**src/rtl/alu_writeback_stage.sv**
```systemverilog
// ALU write-back stage: reads two operands from a 4x4 register file, executes one
// operation (MUL as a 4-cycle shift-add) and writes the result back with a one-cycle
// write enable. One operation is in flight at a time.
module alu_writeback_stage (
  input  logic       clk,
  input  logic       rst_n,
  input  logic       op_valid,
  output logic       op_ready,
  input  logic [2:0] opcode,
  input  logic [1:0] src_a,
  input  logic [1:0] src_b,
  input  logic [1:0] dst,
  output logic [1:0] rs,
  output logic [1:0] rt,
  input  logic [3:0] crs,
  input  logic [3:0] crt,
  output logic [3:0] dw,
  output logic [1:0] rw,
  output logic       rwe,
  output logic       carry,
  output logic       zero,
  output logic       busy
);

  localparam logic [2:0] OpAdd = 3'b000;
  localparam logic [2:0] OpSub = 3'b001;
  localparam logic [2:0] OpAnd = 3'b010;
  localparam logic [2:0] OpOr  = 3'b011;
  localparam logic [2:0] OpXor = 3'b100;
  localparam logic [2:0] OpMul = 3'b101;
  localparam logic [2:0] OpShl = 3'b110;
  localparam logic [2:0] OpNop = 3'b111;

  typedef enum logic [1:0] {StIdle, StRead, StExec, StWb} state_e;

  state_e      state_q, state_d;
  logic [2:0]  op_q, op_d;
  logic [1:0]  dst_q, dst_d;
  logic [1:0]  rs_q, rs_d;
  logic [1:0]  rt_q, rt_d;
  logic [3:0]  opa_q, opa_d;
  logic [3:0]  opb_q, opb_d;
  logic [1:0]  cnt_q, cnt_d;
  logic [7:0]  prod_q, prod_d;
  logic [3:0]  dw_q, dw_d;
  logic [1:0]  rw_q, rw_d;
  logic        rwe_q, rwe_d;
  logic        carry_q, carry_d;
  logic        zero_q, zero_d;
  logic        busy_q, busy_d;

  logic [4:0]  sum5;
  logic [7:0]  shl8;
  logic [7:0]  partial;
  logic [7:0]  prod_sum;
  logic [3:0]  alu_res;
  logic        alu_c;

  assign sum5     = {1'b0, opa_q} + {1'b0, opb_q};
  assign shl8     = {4'b0000, opa_q} << opb_q[1:0];
  // One shift-add step: add opA weighted by the multiplier bit selected by the counter.
  assign partial  = opb_q[cnt_q] ? ({4'b0000, opa_q} << cnt_q) : 8'd0;
  assign prod_sum = prod_q + partial;

  // Single-cycle ALU result and carry for the latched opcode.
  always_comb begin
    alu_res = 4'd0;
    alu_c   = 1'b0;
    case (op_q)
      OpAdd: {alu_c, alu_res} = sum5;
      OpSub: begin
        alu_res = opa_q - opb_q;
        alu_c   = (opa_q < opb_q);
      end
      OpAnd: alu_res = opa_q & opb_q;
      OpOr:  alu_res = opa_q | opb_q;
      OpXor: alu_res = opa_q ^ opb_q;
      OpShl: begin
        alu_res = shl8[3:0];
        alu_c   = |shl8[7:4];
      end
      default: ;
    endcase
  end

  // Next-state and next-output logic for the IDLE/READ/EXEC/WB sequence.
  always_comb begin
    state_d = state_q;
    op_d    = op_q;
    dst_d   = dst_q;
    rs_d    = rs_q;
    rt_d    = rt_q;
    opa_d   = opa_q;
    opb_d   = opb_q;
    cnt_d   = cnt_q;
    prod_d  = prod_q;
    dw_d    = dw_q;
    rw_d    = rw_q;
    rwe_d   = 1'b0;
    carry_d = carry_q;
    zero_d  = zero_q;

    case (state_q)
      StIdle: begin
        if (op_valid) begin
          op_d    = opcode;
          dst_d   = dst;
          rs_d    = src_a;
          rt_d    = src_b;
          state_d = StRead;
        end
      end
      StRead: begin
        opa_d   = crs;
        opb_d   = crt;
        cnt_d   = 2'd0;
        prod_d  = 8'd0;
        state_d = StExec;
      end
      StExec: begin
        if (op_q == OpNop) begin
          state_d = StIdle;
        end else if (op_q == OpMul) begin
          prod_d = prod_sum;
          cnt_d  = cnt_q + 2'd1;
          if (cnt_q == 2'd3) begin
            state_d = StWb;
            rwe_d   = 1'b1;
            dw_d    = prod_sum[3:0];
            rw_d    = dst_q;
            carry_d = (prod_sum > 8'd15);
            zero_d  = (prod_sum[3:0] == 4'd0);
          end
        end else begin
          state_d = StWb;
          rwe_d   = 1'b1;
          dw_d    = alu_res;
          rw_d    = dst_q;
          carry_d = alu_c;
          zero_d  = (alu_res == 4'd0);
        end
      end
      StWb: begin
        state_d = StIdle;
      end
      default: state_d = StIdle;
    endcase

    busy_d = (state_d != StIdle);
  end

  // State and registered outputs; reset aborts any operation in flight.
  always_ff @(posedge clk or negedge rst_n) begin
    if (!rst_n) begin
      state_q <= StIdle;
      op_q    <= 3'd0;
      dst_q   <= 2'd0;
      rs_q    <= 2'd0;
      rt_q    <= 2'd0;
      opa_q   <= 4'd0;
      opb_q   <= 4'd0;
      cnt_q   <= 2'd0;
      prod_q  <= 8'd0;
      dw_q    <= 4'd0;
      rw_q    <= 2'd0;
      rwe_q   <= 1'b0;
      carry_q <= 1'b0;
      zero_q  <= 1'b0;
      busy_q  <= 1'b0;
    end else begin
      state_q <= state_d;
      op_q    <= op_d;
      dst_q   <= dst_d;
      rs_q    <= rs_d;
      rt_q    <= rt_d;
      opa_q   <= opa_d;
      opb_q   <= opb_d;
      cnt_q   <= cnt_d;
      prod_q  <= prod_d;
      dw_q    <= dw_d;
      rw_q    <= rw_d;
      rwe_q   <= rwe_d;
      carry_q <= carry_d;
      zero_q  <= zero_d;
      busy_q  <= busy_d;
    end
  end

  assign op_ready = (state_q == StIdle);
  assign rs       = rs_q;
  assign rt       = rt_q;
  assign dw       = dw_q;
  assign rw       = rw_q;
  assign rwe      = rwe_q;
  assign carry    = carry_q;
  assign zero     = zero_q;
  assign busy     = busy_q;

endmodule

```
**config.mk**
```make
export PLATFORM = sky130hd
export DESIGN_NAME = alu_writeback_stage
export DESIGN_NICKNAME = d
export VERILOG_FILES = /design/src/rtl/alu_writeback_stage.sv
export SDC_FILE = /design/constraint.sdc
export NUM_CORES = 1
export LEC_CHECK = 0
export ABC_AREA = 0
export BUFFER_PORTS_ARGS = -buffer_cell sky130_fd_sc_hd__clkbuf_2
export CORE_MARGIN = 4
export CORE_UTILIZATION = 23
export CTS_CLUSTER_DIAMETER = 120
export DETAILED_ROUTE_END_ITERATION = 10
export GPL_ROUTABILITY_DRIVEN = 0
export PLACE_DENSITY = 0.42
export SYNTH_ARGS = -nofsm -noshare
export SYNTH_HDL_FRONTEND = slang
export SYNTH_SLANG_ARGS = --single-unit
```
**constraint.sdc**
```tcl
create_clock -name clk -period 7.9 [get_ports clk]
set_clock_uncertainty 0.2 [all_clocks]
set_input_delay 0 -clock clk [delete_from_list [all_inputs] [get_ports clk]]
set_output_delay 0 -clock clk [all_outputs]
set_load 0.02 [all_outputs]
```
==> Word-level counts from Yosys, hierarchy flattened <==
Cells that the tools add are included.
{ "classes": {"shift": 2, "n_reduce_logical": 10, "bitwise": 4, "eq_ne": 14, "mux": 28, "order_cmp": 3, "addsub": 4} }
{ "op_table": {"columns": ["op", "n"], "rows": [
  ["8-bit 2-to-1 mux", 3],
  ["4-bit case mux with 6 select lines", 1],
  ["2-bit 2-to-1 mux", 8],
  ["8-bit case mux with 2 select lines", 1],
  ["4-bit by 2-bit << shifter with 8-bit output", 2],
  ["3-bit equality test, second input constant", 4],
  ["1-bit 2-to-1 mux", 9],
  ["8-bit adder", 1],
  ["8-bit by 4-bit > comparator with 1-bit output, second input constant", 1],
  ["4-bit logical NOT", 2],
  ["4-bit 2-to-1 mux", 2],
  ["2-bit case mux with 4 select lines", 1],
  ["2-bit equality test, second input constant", 3],
  ["3-bit by 2-bit equality test with 1-bit output, second input constant", 2],
  ["3-bit AND reduction", 2],
  ["4-bit by 4-bit adder with 5-bit output", 1],
  ["4-bit AND", 1],
  ["4-bit < comparator", 1],
  ["2-bit != test, second input constant", 2],
  ["4-bit OR", 1],
  ["2-bit case mux with 2 select lines", 1],
  ["2-bit nonzero test", 2],
  ["4-bit OR reduction", 1],
  ["4-bit subtractor", 1],
  ["12 further kinds", 12]
]} }
{ "totals": {"reg_bits": 39, "wordCells": 80} }

==> Logic depth before layout (Yosys ltp) <==
Gate-level depths: netlist of the first run.
{ "depth": {"ltp_word": 7, "depth_mapped": 11, "ltp_nobuf": 10} }

==> Worst setup path after synthesis of the first run <==
No wires, ideal clock.
{ "synth_path": {"kind": "reg-to-reg", "startpoint": "reg opb_q[0]", "endpoint": "reg carry_q, in the netlist carry", "setup_ps": 130, "arrival_ps": 2618, "stages_incl_launch_ff": 10, "path_slack_ps": 4952, "t_required_ps": 7570, "path_cell_list": "dfrtp_1 -> buf_6 -> mux4_1 -> nor2b_1 -> ha_1 -> inv_1 -> nor4_1 -> mux2_2 -> o41ai_1 -> a21oi_1"} }
{ "synth_via": {"elab_chain_cells": 7, "elab_cells_between_ends": 12, "classes_between": "2 x add/sub; 2 x order compare; 1 x shift; 6 x mux; 1 x reduce/logical"} }
{ "synth_rtl": {"columns": ["element", "line", "source"], "rows": [
  ["start: declaration", "42", "logic [3:0] opb_q, opb_d;"],
  ["start signal: assignment", "177", "opb_q <= opb_d;"],
  ["1-bit binary-select mux with 2-bit select", "62", "assign partial = opb_q[cnt_q] ? ({4'b0000, opa_q} << cnt_q) : 8'd0;"],
  ["1-bit 2-to-1 mux (implied by the code)", "62", null],
  ["8-bit 2-to-1 mux", "62", null],
  ["8-bit adder", "63", "assign prod_sum = prod_q + partial;"],
  ["8-bit by 4-bit > comparator with 1-bit output", "131", "carry_d = (prod_sum > 8'd15);"],
  ["1-bit 2-to-1 mux", "126", "if (cnt_q == 2'd3) begin"],
  ["1-bit 2-to-1 mux (*)", "123", "end else if (op_q == OpMul) begin"],
  ["end signal: assignment", "183", "carry_q <= carry_d;"],
  ["end: declaration", "48", "logic carry_q, carry_d;"]
]} }
Mark *: on every way between the ends. The rest lies on a longest branch, timed or not. The select of a mux whose other input is x is not followed.
A chain may end at the register's enable or synchronous reset.

==> Worst setup path in the final report of the first run <==
{ "layout_path": {"startpoint": "reg cnt_q[0]", "endpoint": "reg carry_q, in the netlist carry"} }
{ "layout_via": {"elab_chain_cells": 7, "elab_cells_between_ends": 11, "classes_between": "1 x add/sub; 1 x order compare; 2 x eq/ne; 1 x shift; 5 x mux; 1 x reduce/logical"} }
{ "layout_rtl": {"columns": ["element", "line", "source"], "rows": [
  ["start: declaration", "43", "logic [1:0] cnt_q, cnt_d;"],
  ["start signal: assignment", "178", "cnt_q <= cnt_d;"],
  ["1-bit binary-select mux with 2-bit select", "62", null],
  ["1-bit 2-to-1 mux (implied by the code)", "62", null],
  ["8-bit 2-to-1 mux", "62", null],
  ["8-bit adder", "63", null],
  ["8-bit by 4-bit > comparator with 1-bit output", "131", null],
  ["1-bit 2-to-1 mux", "126", null],
  ["1-bit 2-to-1 mux", "123", null]
]} }
Parallel ways exist; a longest one is shown, timed or not. The select of a mux whose other input is x is not followed.

==> summary.md, run 1 <==
| Metric | Value |
|---|---|
| Core Area | 11500 um2 |
| Yosys reg bits | 39 |
| Crit Path Category | flop to flop |
| Skew-Pair Late Insertion Delay | 0.28 ns |
| Clock buffer depth | 2 |
| Worst Path Arrival | approximately 3.4 ns |
| TritonCTS buffer count | 5 |
| Via count | approximately 2100 |
| Root buf cell | clkbuf_16 |
| Hold path depth | 3 |
| CTS tree | yes |
| WL/cell | between 10 and 15 um |
| Rel. slew slack | 32.8% |
| Largest net degree at the start of global routing | 40 |
| H-tree levels | 2 |
| Post-layout min period | 3.41 ns |
| Synth-to-Final Area Change | 23.4% |
| Filler cells | ~1200 |
| Initial Util | 23.6% |
| Setup TNS | 0 ns |
| Synth unique cells | 59 |
| Diode count | 0 |
| Max Slew Vio Count | 0 |
| DRC marker count from the first detailed-route iteration | 65 |
| Layout cells sized above 1 | 23.8% |
| Async set-reset flop share out of synthesis | 100% |
| Crit path max fanout | 16 |
| Vias per inst | approximately 4.6 |
| Total gr overflow | 0 |
| Count of final setup violators | 0 |
| Fin util | 29.1% |
| Reg clk slew, reported paths | 0.06 ns |
| Required time of the critical path | 7.86 ns |
| Num rows | 39 |
| Cts repair resizes | 0 |
| RSZ-0062 raised after global routing | false |
| GRT Total Usage | around 10% |
| Leakage | 1.53 nW |
| Yosys top cell area share | 36.1% |
| Peak Freq | around 300 MHz |
| Tightest Pin Transition | 1.01 ns |
| Final ANT Viol Nets | 0 |
| Reg2Reg Depth | 8 |
| Final count of hold timing violations | 0 |
| Initial antenna violation count | 0 |
| Syn avg cell area | 9.84 um2 |
| EDFF count, synth | 0 |
| Non-Filler Instances | 467 |
| Die width | 116 um |
| Pwr dens | ~410 nW/um2 |
| Die area | roughly 14000 um2 |
| R2R Path Start | cnt_q[0] |
| DP Worst Slack | 4.57 ns |
| Syn_nets | approximately 320 |
| Min-Delay Path Class | input pin to flop |
| Critical path launch point type | flop |
| Area leader, netlist | dfrtp_1 |
| Nets@finish | 367 |
| Sink Count | 39 |
| WHS | approximately 0.17 ns |
| DRC violations left | 0 |
| Status | finished clean |
| Pre-antenna DRT Iters | 4 |
| Cell Count Post-Placement | 441 |
| Peak VDD IR | 0.117 mV |
| Hold Path Origin | op_valid |
| FF-to-FF setup slack | 4.49 ns |
| Synthesis Warnings | 0 |
| Setup WS post-layout | about 4.5 ns |
| Seq/Total Area, Yosys | 36.1% |
| Hold EP | dst_q[1] |
| Number of max-cap violations | 0 |
| Synthesized area | 2710 um2 |
| Total Wirelength | 6560 um |
| First-pass GRT wire length | 10600 um |
| Post-CTS setup buffer count | 0 |
| Detail Placement HPWL | 4870 um |
| Synth Instances | 275 |
| Setup crit end kind | flop |
| Hold Buf Count CTS | 18 |
| Ports | 35 |
| Die Y | 116 um |
| Vias in the first global route | 2068 |
| Top FF cell, synth | dfrtp_1 |
| R2R Path End | carry |
| Period utilization | 43.1% |
| Synth area leaders | dfrtp_1 36%, ha_1 9.7%, mux2_2 8.3% |
| Port Buf Inserts | 34 |
worst max path at each step:
stage	from	endpoint	slack, ns	depth (start not counted)
final	cnt_q[0]	carry	4.49	8
after global routing	cnt_q[0]	carry	4.32	8
after CTS	cnt_q[0]	carry	4.54	8
after detailed placement	cnt_q[0]	carry	4.57	8
after global placement	cnt_q[0]	carry	4.59	8
after floorplan	opb_q[0]	carry	4.95	9
worst max-delay path: stages (launching register included):
cell	delay [ns]
dfrtp_1	0.62
mux4_1	0.65
nor2b_1	0.16
ha_1	0.35
inv_1	0.09
nor4_1	0.35
mux2_2	0.39
o41ai_1	0.36
a21oi_1	0.11
flip-flops by register name, indices dropped and copies added, names as in the netlist:
| name | cells |
|---|---|
| rw | 2 |
| state_q | 2 |
| rs | 2 |
| dw | 4 |
| cnt_q | 2 |
| opa_q | 4 |
| op_q | 3 |
| opb_q | 4 |
| carry | 1 |
| busy | 1 |
| zero | 1 |
| dst_q | 2 |
| rt | 2 |
| rwe | 1 |
| prod_q | 8 |
cells in the final DEF, fill, tap and decap left out, types with 4 or more instances in the layout:
master / count
o21a_1: 5
nand2b_1: 5
o21ai_1: 6
o21ai_0: 13
a21oi_1: 10
clkbuf_2: 34
nor3_1: 4
dlygate4sd3_1: 18
or2_2: 4
clkbuf_16: 5
a21o_1: 4
nand2_1: 15
mux2_2: 20
mux2i_1: 4
ha_1: 21
a31oi_1: 6
inv_1: 22
a211oi_1: 4
nor2b_1: 4
nand3_1: 11
dfrtp_1: 39
nor2_1: 15
metal layers:
metal  up-vias  part of all wire (%)  global-route usage, %
met1      1008                    52                   14.7
li1       1097                     -                      -
met5         -                     0                      0
met3         4                   2.8                   2.02
met2        29                    44                   14.6
met4         0                  0.99                   3.25
logic make-up after synthesis:
kind of cell	count (synthesis)	synth area share (%)
buf+inv	34	5.60
xor+xnor	3	0.972
fa+ha+maj	24	11.9
compound gates	70	17.6
flops	39	36.1
simple gates	78	15.4
mux	27	12.4
cell type report:
type / instances / area, um2 / area share, %
clock buffer: 5 / 125 / 3.75
clock inverter: 3 / 43.8 / 1.31
inverter: 23 / 86.3 / 2.59
multi-input combinational: 202 / 1580 / 47.3
sequential: 39 / 976 / 29.2
tap: 143 / 179 / 5.36
timing repair buffer: 52 / 350 / 10.5
power by group:
group	total [mW]	switching [mW]	internal [mW]
sequential	0.415	0.129	0.286
clock	0.235	0.0861	0.149
combinational	0.732	0.408	0.324
total	1.38	0.623	0.760
synthesized netlist by cell type (3+ instances only):
library cell / n
a211oi_1: 4
a21o_1: 4
a21oi_1: 10
a31oi_1: 6
and2_1: 3
and3_1: 3
buf_6: 3
clkbuf_1: 7
dfrtp_1: 39
fa_1: 3
ha_1: 21
inv_1: 22
mux2_2: 20
mux2i_1: 4
nand2_1: 15
nand2b_1: 5
nand3_1: 11
nor2_1: 15
nor2b_1: 4
nor3_1: 4
o21a_1: 5
o21ai_0: 13
o21ai_1: 6
o31ai_1: 3
or2_2: 4
through the flow:
step / total power, mW / instance area (um2)
floorplan: 0.954 / 2710
CTS: 1.40 / 3340
global route: 1.50 / 3340
detailed placement: 1.15 / 2990
finish: 1.38 / 3340
global placement: 1.15 / 2990
Power figures use the tool's default switching activity.
==> run 2: changes to the inputs <==
--- a/config.mk
+++ b/config.mk
@@ -5,7 +5,7 @@
 export SDC_FILE = /design/constraint.sdc
 export NUM_CORES = 1
 export LEC_CHECK = 0
-export ABC_AREA = 0
+export ABC_AREA = 1
 export BUFFER_PORTS_ARGS = -buffer_cell sky130_fd_sc_hd__clkbuf_2
 export CORE_MARGIN = 4
 export CORE_UTILIZATION = 23
==> constraint.sdc (replaced) <==
create_clock -name clk -period 3.14 [get_ports clk]
set_clock_uncertainty 0.2 [all_clocks]
set_input_delay 0 -clock clk [delete_from_list [all_inputs] [get_ports clk]]
set_output_delay 0 -clock clk [all_outputs]
set_load 0.02 [all_outputs]
==> run 2 against run 1 <==
Net effect: setup slack worse by 4.1 ns; register-to-register slack worse by 4.1 ns; cell count is 20% higher; critical path type unchanged; critical endpoint is now zero; largest power group unchanged.
==> summary.md, run 2 <==
| Metric | Value |
|---|---|
| Die Y | 116 um |
| Commonest non-fill, non-tap cell in the layout | nand2_1 |
| Sink Count | 39 |
| Filler cells | 1222 |
| Initial Util | 23.5% |
| Top FF cell, synth | dfrtp_1 |
| Commonest cells in the netlist | 76 x nand2_1, 54 x nor2_1, 46 x inv_1 |
| Tightest Pin Transition | about 0.76 ns |
| Hold Buf Count CTS | 18 |
| Die width | 116 um |
| Syn_nets | between 400 and 500 |
| Final ANT Viol Nets | 0 |
| Crit path launch | opb_q[1] |
| Pwr dens | 1070 nW/um2 |
| Synth-to-Final Area Change | 25.9% |
| Core Area | ~11000 um2 |
| Setup TNS | 0 ns |
| Via count | 2425 |
| R2R Path Start | opb_q[1] |
| Simple-gate share of the synthesized area | roughly 28% |
| Total Power | 3.59 mW |
| Seq/Total Area, Yosys | a little over a third |
| Most frequent cell after synthesis | nand2_1 |
| CP max stage delay | 0.47 ns |
| Critical Path, Cell by Cell | inv_1 -> a21oi_1 -> o21ai_0 -> nand2_1 -> o21ai_0 -> inv_1 -> ha_1 -> nand2_1 -> nand3_1 -> or2_2 -> nand2_1 -> a21oi_1 -> a21oi_1 |
| Yosys reg bits | 39 |
| Area leader, netlist | dfrtp_1 |
| First-pass GRT wire length | 12500 um |
| Async set-reset flop share out of synthesis | 100% |
| Detail Placement HPWL | 5760 um |
| Synthesized area | 2670 um2 |
| Main combinational cell family by area after synthesis | simple AND/OR/NAND/NOR gates |
| Ports | 35 |
| Num rows | 39 |
| DRC violations left | 0 |
| Min-Delay Path Class | input pin to flop |
| Adder and majority cell fraction of the synthesized area | roughly 12% |
| Synth Instances | 361 |
| Crit path buffers/inverters | 2 |
| WL/cell | 13.0 um |
| Critical path launch point type | flop |
| Nets@finish | 461 |
| Diode count | 0 |
| Post-layout min period | around 2.7 ns |
| Leakage | ~1.8 nW |
| Root buf cell | clkbuf_16 |
| Reg clk slew, reported paths | 0.06 ns |
| Peak Freq | about 370 MHz |
| Delay-heaviest family, CP | simple AND/OR/NAND/NOR gates |
| Pre-antenna DRT Iters | 4 |
| Status | finished clean |
| Largest net degree at the start of global routing | 29 |
| Cts repair resizes | 0 |
| Rel. slew slack | roughly 50% |
| Synth Area in XOR/XNOR | 0.656% |
| Synth unique cells | 28 |
| H-tree levels | 2 |
| Largest register by flop count | prod_q |
| Die area | 13400 um2 |
| Multi-input logic area | 1470 um2 |
| Number of max-cap violations | 0 |
| Cell Count Post-Placement | 535 |
| Non-Filler Instances | around 560 |
| Peak VDD IR | 0.409 mV |
| Reg area | roughly 980 um2 |
| Crit path max fanout | 8 |
| Post-CTS setup buffer count | 0 |
| Clock buffer depth | 2 |
| Vias in the first global route | 2470 |
| Mux contribution to synthesized area | ~2.1% |
| Worst Path Arrival | 2.72 ns |
| TritonCTS buffer count | 5 |
| Setup crit end kind | flop |
| Required time of the critical path | 3.15 ns |
| Initial antenna violation count | 0 |
| Compound-Gate Fraction of Synth Area | between 10% and 20% |
| Period utilization | 86.4% |
| Syn avg cell area | 7.40 um2 |
| Total Wirelength | roughly 7300 um |
| Crit Path Category | flop to flop |
| Skew-Pair Late Insertion Delay | 0.28 ns |
| Slowest CP cell | dfrtp_1 |
| Synth area leaders | dfrtp_1 37%, nand2_1 11%, ha_1 9.8% |
| Layout cells sized above 1 | 16.3% |
| Most frequent cells in the layout | 76 x nand2_1, 54 x nor2_1, 46 x inv_1 |
| Yosys top cell area share | 36.6% |
| GRT Total Usage | 11.9% |
| RSZ-0062 raised after global routing | false |
| EDFF count, synth | 0 |
| WHS | 0.112 ns |
| Hold Path Origin | op_valid |
| DRC marker count from the first detailed-route iteration | 114 |
| Count of final setup violators | 0 |
| CTS tree | yes |
| Vias per inst | 4.32 |
| Synthesis Warnings | 0 |
| Max reg flops | 8 |
| Port Buf Inserts | 34 |
| Final count of hold timing violations | 0 |
| Total gr overflow | 0 |
| Max Slew Vio Count | 0 |
## run 2: changes by cell type in the layout (fill, tap and decap cells not counted), sizes merged, moves of 10 or more
| cell | delta |
|---|---|
| mux2 | -15 |
| inv | +33 |
| nand2 | +62 |
| o21ai | +10 |
| nand3 | +18 |
| nor2 | +43 |
| a21oi | +14 |
## run 2: where the power goes
group	switching (mW)	internal [mW]
Sequential	0.228	0.724
Combinational	1.34	0.705
Clock	0.216	0.379
Total	1.78	1.81
## run 2: per-stage QoR
stage	setup WS, ns	utilization [%]	instance area [um2]
after floorplan	0.745	-	2670
after global placement	0.464	26.5	3010
after detailed placement	0.455	26.5	3010
after CTS	0.427	29.6	3360
after global routing	0.142	29.6	3360
final	0.427	29.6	3360
## run 2: worst paths after layout
check	to	slack (ns)	cells past startpoint
max	zero	0.43	13
min in group asynchronous	opb_q[2]	0.13	2
min	state_q[0]	0.11	3
min reg2reg	rw[0]	0.27	2
max in group asynchronous	opa_q[0]	1.95	3
max reg2reg	zero	0.43	13
## run 2: logic make-up after synthesis
logic type,after synthesis
adder cells (fa/ha/maj),24
flip-flops,39
AND/OR/NAND/NOR,171
buffers and inverters,59
multiplexers,5
AO/OA/AOI/OAI,61
XOR/XNOR,2
## run 2: layout make-up
cell class | count | area share, %
multi-input combinational | 263 | 43.6
clock buffer | 5 | 3.72
sequential | 39 | 29.0
inverter | 55 | 6.22
clock inverter | 3 | 1.41
timing repair buffer | 53 | 10.6
tap | 143 | 5.32
## run 2: worst reg2reg max path, cell delays in order (launching register included)
cell and delay, ns:
dfrtp_1 0.47, inv_1 0.23, a21oi_1 0.09, o21ai_0 0.16, nand2_1 0.13, o21ai_0 0.10
inv_1 0.06, ha_1 0.35, nand2_1 0.12, nand3_1 0.13, or2_2 0.31, nand2_1 0.08
a21oi_1 0.06, a21oi_1 0.15
## run 2: metal layers
layer	global-route usage, %	vias up	share of wire [%]
li1	-	1274	-
met1	16.7	1113	49
met2	18.8	36	47
met3	2.40	2	3.7
met4	3.02	0	0.60
met5	0	-	0
==> run 3: changes to the inputs <==
--- a/config.mk
+++ b/config.mk
@@ -9,10 +9,11 @@
 export BUFFER_PORTS_ARGS = -buffer_cell sky130_fd_sc_hd__clkbuf_2
 export CORE_MARGIN = 4
 export CORE_UTILIZATION = 23
+export CTS_BUF_LIST = sky130_fd_sc_hd__clkbuf_8
 export CTS_CLUSTER_DIAMETER = 120
 export DETAILED_ROUTE_END_ITERATION = 10
 export GPL_ROUTABILITY_DRIVEN = 0
-export PLACE_DENSITY = 0.42
+export PLACE_DENSITY_LB_ADDON = 0.25
 export SYNTH_ARGS = -nofsm -noshare
 export SYNTH_HDL_FRONTEND = slang
 export SYNTH_SLANG_ARGS = --single-unit
==> run 3 against run 2 <==
Net effect: flip-flop and latch count stayed put; critical path depth shrank 2; clock-buffer cell count is the same; largest power group unchanged; highest routed layer unchanged.
==> summary.md, run 3 (same netlist as run 2, synthesis figures left out) <==
| Metric | Value |
|---|---|
| DRC violations left | 0 |
| Reg clk slew, reported paths | 0.09 ns |
| Number of max-cap violations | 0 |
| Layout cells sized above 1 | 16.3% |
| DP Worst Slack | 0.465 ns |
| Setup WS post-layout | 0.432 ns |
| Required time of the critical path | between 3 and 4 ns |
| Die area | 13400 um2 |
| Crit path max fanout | 8 |
| Crit Path Category | flop to flop |
| Cts repair resizes | 0 |
| Port Buf Inserts | 34 |
| Die Y | 116 um |
| Min-Delay Path Class | input pin to flop |
| Core Area | 11400 um2 |
| Hold Buf Count CTS | 18 |
| Status | finished clean |
| Critical path launch point type | flop |
| Vias per inst | 4.48 |
| Peak Freq | 369 MHz |
| Max reg flops | 8 |
| Non-Filler Instances | 561 |
| Clock buffer depth | 2 |
| WHS | 0.0679 ns |
| Total Wirelength | between 7000 and 8000 um |
| Largest register by flop count | prod_q |
| Period utilization | between 80 and 90% |
| Initial antenna violation count | 0 |
| Initial Util | 23.5% |
| Sink Count | 39 |
| Total gr overflow | 0 |
| Post-layout min period | 2.71 ns |
| Worst Path Arrival | approximately 2.8 ns |
| Post-CTS setup buffer count | 0 |
| RSZ-0062 raised after global routing | false |
| Diode count | 0 |
| First-pass GRT wire length | 12200 um |
| Vias in the first global route | 2498 |
| CTS tree | yes |
| Max Slew Vio Count | 0 |
| Peak VDD IR | 0.458 mV |
| Leakage | 1.71 nW |
| Design area | 3280 um2 |
| Fin util | 28.9% |
| Synth-to-Final Area Change | 22.9% |
| DRC marker count from the first detailed-route iteration | 166 |
| Post-DP Area | 3010 um2 |
| H-tree levels | 2 |
| Die width | 116 um |
| Tightest Pin Transition | 0.770 ns |
| Num rows | 39 |
| Ports | 35 |
| Nets@finish | 461 |
| Final ANT Viol Nets | 0 |
| Cell Count Post-Placement | 535 |
| Setup crit end kind | flop |
| Count of final setup violators | 0 |
| Pwr dens | 1020 nW/um2 |
| TritonCTS buffer count | 5 |
| Largest net degree at the start of global routing | 27 |
| Rel. slew slack | 48.5% |
| Final count of hold timing violations | 0 |
| Pre-antenna DRT Iters | 4 |
| Root buf cell | clkbuf_8 |
| Commonest non-fill, non-tap cell in the layout | nand2_1 |
| Total Power | between 3 and 4 mW |
| Setup TNS | 0 ns |
| Via count | 2515 |
| Detail Placement HPWL | 5590 um |
| FF-to-FF setup slack | 0.43 ns |
| GRT Total Usage | 11.3% |
| Skew-Pair Late Insertion Delay | 0.30 ns |
| Most frequent cells in the layout | 76 x nand2_1, 54 x nor2_1, 46 x inv_1 |
| WL/cell | roughly 13 um |
==> run 3: area by class of cell <==
| class | instances | area (um2) |
|---|---|---|
| sequential | 39 | 976 |
| inverter | 55 | 209 |
| tap | 143 | 179 |
| clock buffer | 5 | 68.8 |
| fill | 1251 | 8090 |
| timing repair buffer | 53 | 358 |
| multi-input combinational | 263 | 1470 |
| clock inverter | 3 | 23.8 |
==> run 3: worst paths after layout <==
kind | startpoint | to | depth (start not counted)
max in group asynchronous | rst_n | opb_q[0] | 3
max | opb_q[1] | dw[2] | 11
max reg2reg | opb_q[1] | dw[2] | 11
min reg2reg | rw[0] | rw[0] | 2
min | op_valid | state_q[0] | 3
min in group asynchronous | rst_n | opb_q[2] | 2
==> run 3: routing by layer <==
layer | share of wire, % | up-vias | GRT usage [%] | wire (um)
li1 | - | 1271 | - | -
met1 | 48 | 1182 | 15.3 | 3450
met2 | 46 | 53 | 18.7 | 3310
met3 | 4.3 | 9 | 2.04 | 309
met4 | 1.2 | 0 | 2.78 | 86
met5 | 0 | - | 0 | 0
==> run 3: critical path, stage by stage, from the launching register on <==
cell and delay [ns]:
dfrtp_1 0.48, inv_1 0.24, a21oi_1 0.09, o21ai_0 0.15, nor2_1 0.10, ha_1 0.24, fa_1 0.43, xor2_1 0.25
inv_1 0.10, o21ai_0 0.20, o22ai_1 0.13, inv_2 0.05
==> run 3: power breakdown <==
part	leakage [nW]	switching, mW	internal, mW
Clock	0.0408	0.209	0.159
Sequential	0.471	0.229	0.723
Combinational	1.20	1.34	0.703
